===== src/rtl/outport_uart_tx.sv =====
// outport_uart_tx
// Queues each datapath output-port write and replays it on a UART line as
// four 8N1 bytes, least-significant byte first.
//
// Ports
//   Clock      system clock, rising edge
//   Clear      asynchronous active-low reset
//   OutData    32-bit output-port word, captured on a Strobe rising edge
//   Strobe     output-port write strobe (level); rising edge = one push
//   Tx         UART serial line, idles high, registered
//   Busy       frame in progress or words queued
//   Overflow   sticky: a word was dropped because the FIFO was full
//   FifoCount  queued words, not counting the word being sent
//
// state | meaning
// IDLE  | line high, waiting for a queued word
// START | start bit (low) for one bit time
// DATA  | eight data bits, LSB first
// STOP  | stop bit (high); then next byte, next word, or IDLE
module outport_uart_tx #(
   parameter int CLKS_PER_BIT = 434,
   parameter int FIFO_DEPTH   = 4
) (
   input  logic                          Clock,
   input  logic                          Clear,
   input  logic [31:0]                   OutData,
   input  logic                          Strobe,
   output logic                          Tx,
   output logic                          Busy,
   output logic                          Overflow,
   output logic [$clog2(FIFO_DEPTH):0]   FifoCount
);

   localparam int PW = $clog2(FIFO_DEPTH);
   localparam int CW = PW + 1;
   localparam int BW = $clog2(CLKS_PER_BIT);
   localparam logic [BW-1:0] BAUD_LAST = BW'(CLKS_PER_BIT - 1);
   localparam logic [CW-1:0] DEPTH_C   = CW'(FIFO_DEPTH);

   typedef enum logic [1:0] {
      ST_IDLE,
      ST_START,
      ST_DATA,
      ST_STOP
   } state_t;

   state_t         state_q, state_d;
   logic [BW-1:0]  baud_q, baud_d;
   logic [2:0]     bit_q, bit_d;
   logic [1:0]     byte_q, byte_d;
   logic [7:0]     shift_q, shift_d;
   logic [31:0]    hold_q, hold_d;
   logic           tx_q, tx_d;
   logic           busy_q, busy_d;
   logic           overflow_q, overflow_d;
   logic           strobe_q, strobe_d;
   logic [PW-1:0]  wr_ptr_q, wr_ptr_d;
   logic [PW-1:0]  rd_ptr_q, rd_ptr_d;
   logic [CW-1:0]  count_q, count_d;
   logic [31:0]    mem_q [FIFO_DEPTH];
   logic [31:0]    mem_d [FIFO_DEPTH];

   logic           push_req;
   logic           push_ok;
   logic           pop;
   logic           full;
   logic [1:0]     byte_nxt;

   assign push_req = Strobe & ~strobe_q;
   assign full     = (count_q == DEPTH_C);
   assign byte_nxt = byte_q + 2'd1;

   // Transmit FSM; pop is raised wherever a new word enters the holding register.
   always_comb begin
      state_d = state_q;
      baud_d  = baud_q;
      bit_d   = bit_q;
      byte_d  = byte_q;
      shift_d = shift_q;
      hold_d  = hold_q;
      pop     = 1'b0;

      case (state_q)
         ST_IDLE: begin
            if (count_q != '0) begin
               pop     = 1'b1;
               hold_d  = mem_q[rd_ptr_q];
               shift_d = mem_q[rd_ptr_q][7:0];
               byte_d  = 2'd0;
               baud_d  = BAUD_LAST;
               state_d = ST_START;
            end
         end
         ST_START: begin
            if (baud_q == '0) begin
               baud_d  = BAUD_LAST;
               bit_d   = 3'd0;
               state_d = ST_DATA;
            end else begin
               baud_d = baud_q - 1'b1;
            end
         end
         ST_DATA: begin
            if (baud_q == '0) begin
               baud_d  = BAUD_LAST;
               shift_d = {1'b0, shift_q[7:1]};
               if (bit_q == 3'd7) begin
                  state_d = ST_STOP;
               end else begin
                  bit_d = bit_q + 3'd1;
               end
            end else begin
               baud_d = baud_q - 1'b1;
            end
         end
         ST_STOP: begin
            if (baud_q == '0) begin
               baud_d = BAUD_LAST;
               if (byte_q != 2'd3) begin
                  byte_d  = byte_nxt;
                  shift_d = hold_q[{byte_nxt, 3'b000} +: 8];
                  state_d = ST_START;
               end else if (count_q != '0) begin
                  // next word follows the stop bit with no idle gap
                  pop     = 1'b1;
                  hold_d  = mem_q[rd_ptr_q];
                  shift_d = mem_q[rd_ptr_q][7:0];
                  byte_d  = 2'd0;
                  state_d = ST_START;
               end else begin
                  state_d = ST_IDLE;
               end
            end else begin
               baud_d = baud_q - 1'b1;
            end
         end
         default: begin
            state_d = ST_IDLE;
         end
      endcase
   end

   // FIFO bookkeeping. A pop frees a slot in the same cycle, so a push into a
   // full FIFO is still accepted when it coincides with a pop.
   always_comb begin
      strobe_d   = Strobe;
      push_ok    = push_req & (~full | pop);
      overflow_d = overflow_q | (push_req & full & ~pop);
      mem_d      = mem_q;
      wr_ptr_d   = wr_ptr_q;
      rd_ptr_d   = rd_ptr_q;
      if (push_ok) begin
         mem_d[wr_ptr_q] = OutData;
         wr_ptr_d        = wr_ptr_q + PW'(1);
      end
      if (pop) begin
         rd_ptr_d = rd_ptr_q + PW'(1);
      end
      count_d = count_q + CW'(push_ok) - CW'(pop);
   end

   // Tx and Busy come from next-state values so both are clean flop outputs.
   always_comb begin
      tx_d = 1'b1;
      case (state_d)
         ST_START: tx_d = 1'b0;
         ST_DATA:  tx_d = shift_d[0];
         default:  tx_d = 1'b1;
      endcase
      busy_d = (state_d != ST_IDLE) | (count_d != '0);
   end

   always_ff @(posedge Clock or negedge Clear) begin
      if (!Clear) begin
         state_q    <= ST_IDLE;
         baud_q     <= '0;
         bit_q      <= '0;
         byte_q     <= '0;
         shift_q    <= '0;
         hold_q     <= '0;
         tx_q       <= 1'b1;
         busy_q     <= 1'b0;
         overflow_q <= 1'b0;
         strobe_q   <= 1'b0;
         wr_ptr_q   <= '0;
         rd_ptr_q   <= '0;
         count_q    <= '0;
         for (int i = 0; i < FIFO_DEPTH; i++) begin
            mem_q[i] <= '0;
         end
      end else begin
         state_q    <= state_d;
         baud_q     <= baud_d;
         bit_q      <= bit_d;
         byte_q     <= byte_d;
         shift_q    <= shift_d;
         hold_q     <= hold_d;
         tx_q       <= tx_d;
         busy_q     <= busy_d;
         overflow_q <= overflow_d;
         strobe_q   <= strobe_d;
         wr_ptr_q   <= wr_ptr_d;
         rd_ptr_q   <= rd_ptr_d;
         count_q    <= count_d;
         mem_q      <= mem_d;
      end
   end

   assign Tx        = tx_q;
   assign Busy      = busy_q;
   assign Overflow  = overflow_q;
   assign FifoCount = count_q;

endmodule


===== config.mk =====
export PLATFORM = sky130hd
export DESIGN_NAME = outport_uart_tx
export DESIGN_NICKNAME = d
export VERILOG_FILES = /design/src/rtl/outport_uart_tx.sv
export SDC_FILE = /design/constraint.sdc
export NUM_CORES = 1
export LEC_CHECK = 0
export ABC_AREA = 1
export CAP_MARGIN = 40
export CORE_AREA = 2 2 204 146
export CTS_CLUSTER_DIAMETER = 40
export CTS_CLUSTER_SIZE = 25
export DETAILED_ROUTE_END_ITERATION = 10
export DIE_AREA = 0 0 206 148
export HOLD_SLACK_MARGIN = 0.06
export SYNTH_ARGS = -nofsm -noshare
export SYNTH_HDL_FRONTEND = slang
export SYNTH_SLANG_ARGS = --single-unit

===== constraint.sdc =====
create_clock -name Clock -period 3.9 [get_ports Clock]
set_input_delay 0.78 -clock Clock [delete_from_list [all_inputs] [get_ports Clock]]
set_output_delay 0.78 -clock Clock [all_outputs]
set_load 0.05 [all_outputs]

==> run_results.csv <==
group,metric,value,unit
final_layout,syn_to_final_growth,13.5,%
die,die_w,206,µm
global_routing,grt_overflow,0,
yosys,synth_fp_nets,1291,
route,vias_per_cell,5.16,
route,drc,0,
cts,numCtsBuffers,17,
die,dieArea,0.0305,mm²
final_layout,layout-drive-gt1-share,0.0585,
global_routing,globalRouteTotalUtil,0.186,
final_layout,diodes,0,
sta,worst_slew_pin_slew,0.878,ns
critical_path,cp-start-kind,"register",
die,core,0.0285,mm²
cts,cts.path.max_buffers,2,
yosys,synthCells,1238,
route,ant_nets,0,
die,io_pins,41,
yosys,yosys.cell_types.count,40,
route,drt_first_pass_iters,5,
sta,fin_skew,0.0106,ns
placement,pre_cts_ws,0.738,ns
placement,dp_hpwl,16.3,mm
sta,min_period,3.07,ns
critical_path,path_class,"reg -> reg",
die,num_rows,52,
yosys,yosysWarningCount,0,
power,vdd_drop_max,0.338,mV
cts,htree_levels,4,
sta,drv_slew,0,
sta,fin_crit_sh,0.787,
global_routing,grtUsageMet3,0.0417,
sta,worst_hold_slack,0.398,ns
sta,setup_viol,0,
sta,rsz0062_at_grt,"no",
cts,cts_hold_buf,0,
placement,place_congestion,0.825,
cts,cts_resized,0,
route,routed_wl,27.1,mm
cts,cts_sinks,195,
cts,post_cts_buffers,0,
yosys,yosysSeqAreaShare,0.497,
global_routing,top_usage_layer,"met1",
global_routing,antenna_found_initial,0,
sta,timing.fmax,326,MHz
yosys,synth.avg_cell_area,7.94,µm²
global_routing,grt_pass1_wl,44.3,mm
yosys,yosys.area.top_type_share,0.494,
cts,clk_pin_slew,0.07,ns
sta,fin_tns_setup,0,ns
status,status,"completed",
final_layout,layout.nets,1287,
die,initial_core_util,0.345,
sta,hold_viol,0,
global_routing,grt_pass1_vias,7884,
critical_path,cp.arrival,3.45,ns
global_routing,grt_util_met1,0.281,
yosys,ys_top_cells_by_area,"dfrtp_1 (49%), nand2_1 (17%), nand4_1 (8.1%)",
cts,worst_skew_pair.late_latency,0.45,ns
route,first_iter_violations,607,
critical_path,cp_max_fo,84,
hold_path,holdCritPathClass,"in -> async",
critical_path,regToRegSetupSlack,0.83,ns
final_layout,layout_commonest_cell,"nand2_1",
power,total_power,6.98,mW
critical_path,crit_required,4.28,ns
yosys,post-synth-top-area-cell,"dfrtp_1",
route,num_vias,8386,
global_routing,grt.met2_usage,0.267,
sta,timing.final.ws_setup,0.831,ns
critical_path,endpoint_kind,"register",
yosys,syn_area,0.00983,mm²
global_routing,grt_start_max_net_pins,89,
cts,clock-root-buffer,"clkbuf_16",
cts,cts_tree,"built",
power,power.leakage,5.42,nW
final_layout,mostFrequentLayoutCells,"nand2_1 (456), dfrtp_1 (193), nand4_1 (128)",
die,die_y,148,µm
sta,slew_headroom,0.414,
yosys,ys_ff_latch,195,
power,powerDensity,626,mW/mm²
route,routedWlPerCell,16.7,µm
job,drv_cap,0,
placement,port_buffers,40,
## where the power goes
group	total (mW)	leakage, nW	internal (mW)	switching, mW
Clock	1.98	0.317	1.17	0.808
Sequential	3.02	2.49	2.67	0.347
Combinational	1.98	2.61	0.608	1.38
Total	6.98	5.42	4.45	2.53
## synth_stat cells
| cell type | count |
|---|---|
| o21bai_1 | 1 |
| dfstp_2 | 1 |
| o211ai_1 | 2 |
| nand3b_1 | 1 |
| a21oi_1 | 16 |
| nor2_4 | 1 |
| nor3_4 | 1 |
| buf_8 | 1 |
| nand4_1 | 128 |
| nor2_1 | 84 |
| nand3_1 | 24 |
| nand2_4 | 2 |
| xnor2_1 | 1 |
| nand3_2 | 5 |
| ha_1 | 17 |
| buf_2 | 22 |
| a21oi_2 | 1 |
| clkinv_1 | 3 |
| nand3_4 | 1 |
| o21ai_1 | 11 |
| buf_4 | 1 |
| clkbuf_1 | 48 |
| inv_1 | 54 |
| nand2_1 | 456 |
| o22a_1 | 1 |
| xor2_1 | 6 |
| dfrtp_1 | 194 |
| nor2_2 | 2 |
| buf_1 | 5 |
| nand2_2 | 1 |
| buf_6 | 10 |
| a21o_1 | 1 |
| and3_1 | 1 |
| a31o_2 | 1 |
| nor4_1 | 2 |
| o31ai_1 | 1 |
| fa_1 | 1 |
| o21ai_0 | 100 |
| o22ai_1 | 26 |
| nor3_1 | 4 |
## metrics by stage
stage                      util  instance area (µm²)  std cells
final                     0.391                11200       1625
after global routing      0.391                11200       1625
after CTS                 0.391                11200       1625
after detailed placement  0.368                10500       1593
after global placement    0.366                10400       1590
after floorplan               -                 9830       1238
## cell families (layout without fill, tap and decap cells)
logic type,after synthesis,after routing,synth area share
xor+xnor,7,7,0.00624
compound gates,161,161,0.0877
fa+ha+maj,18,18,0.0237
flops,195,195,0.497
buf+inv,144,153,0.0670
simple gates,713,713,0.319
## worst max-delay path: stages, from the launching register on
cell and delay [ns]:
dfrtp_1 0.40, inv_1 0.12, ha_1 0.17, nand2_1 0.08, inv_1 0.13, nand3_2 0.10, nand2_4 0.14, nand3_4 0.13
nand2_4 0.09, buf_4 0.47, buf_4 0.77, nand4_1 0.20, nand2_1 0.12
## path summary, 6_finish.rpt
check / start / endpoint / cells past startpoint
max: baud_q[0] / mem_q[10] / 12
min: Clear / mem_q[2] / 1
max reg2reg: baud_q[0] / mem_q[10] / 12
min reg2reg: mem_q[72] / mem_q[72] / 2
max in group asynchronous: Clear / mem_q[73] / 2
min in group Clock: mem_q[72] / mem_q[72] / 2
## per-layer routing
| layer | part of all wire | vias up |
|---|---|---|
| li1 | - | 4106 |
| met1 | 0.49 | 4018 |
| met5 | 0 | - |
| met2 | 0.44 | 243 |
| met4 | 0.0086 | 0 |
| met3 | 0.069 | 19 |
## sequential cells by signal, indices dropped and copies added (netlist names)
name	count
mem_q	128
Busy	1
FifoCount	3
baud_q	9
strobe_q	1
byte_q	2
Overflow	1
hold_q	32
state_q	2
shift_q	8
wr_ptr_q	2
bit_q	3
Tx	1
rd_ptr_q	2
## cell type report
class / instances / area [µm²]
Multi-Input combinational cell: 899 / 4290
Inverter: 57 / 214
Clock buffer: 20 / 457
Tap cell: 378 / 473
Clock inverter: 12 / 201
Timing Repair Buffer: 64 / 632
Fill cell: 2936 / 17300
Sequential cell: 195 / 4880
Power figures use the tool's default switching activity.
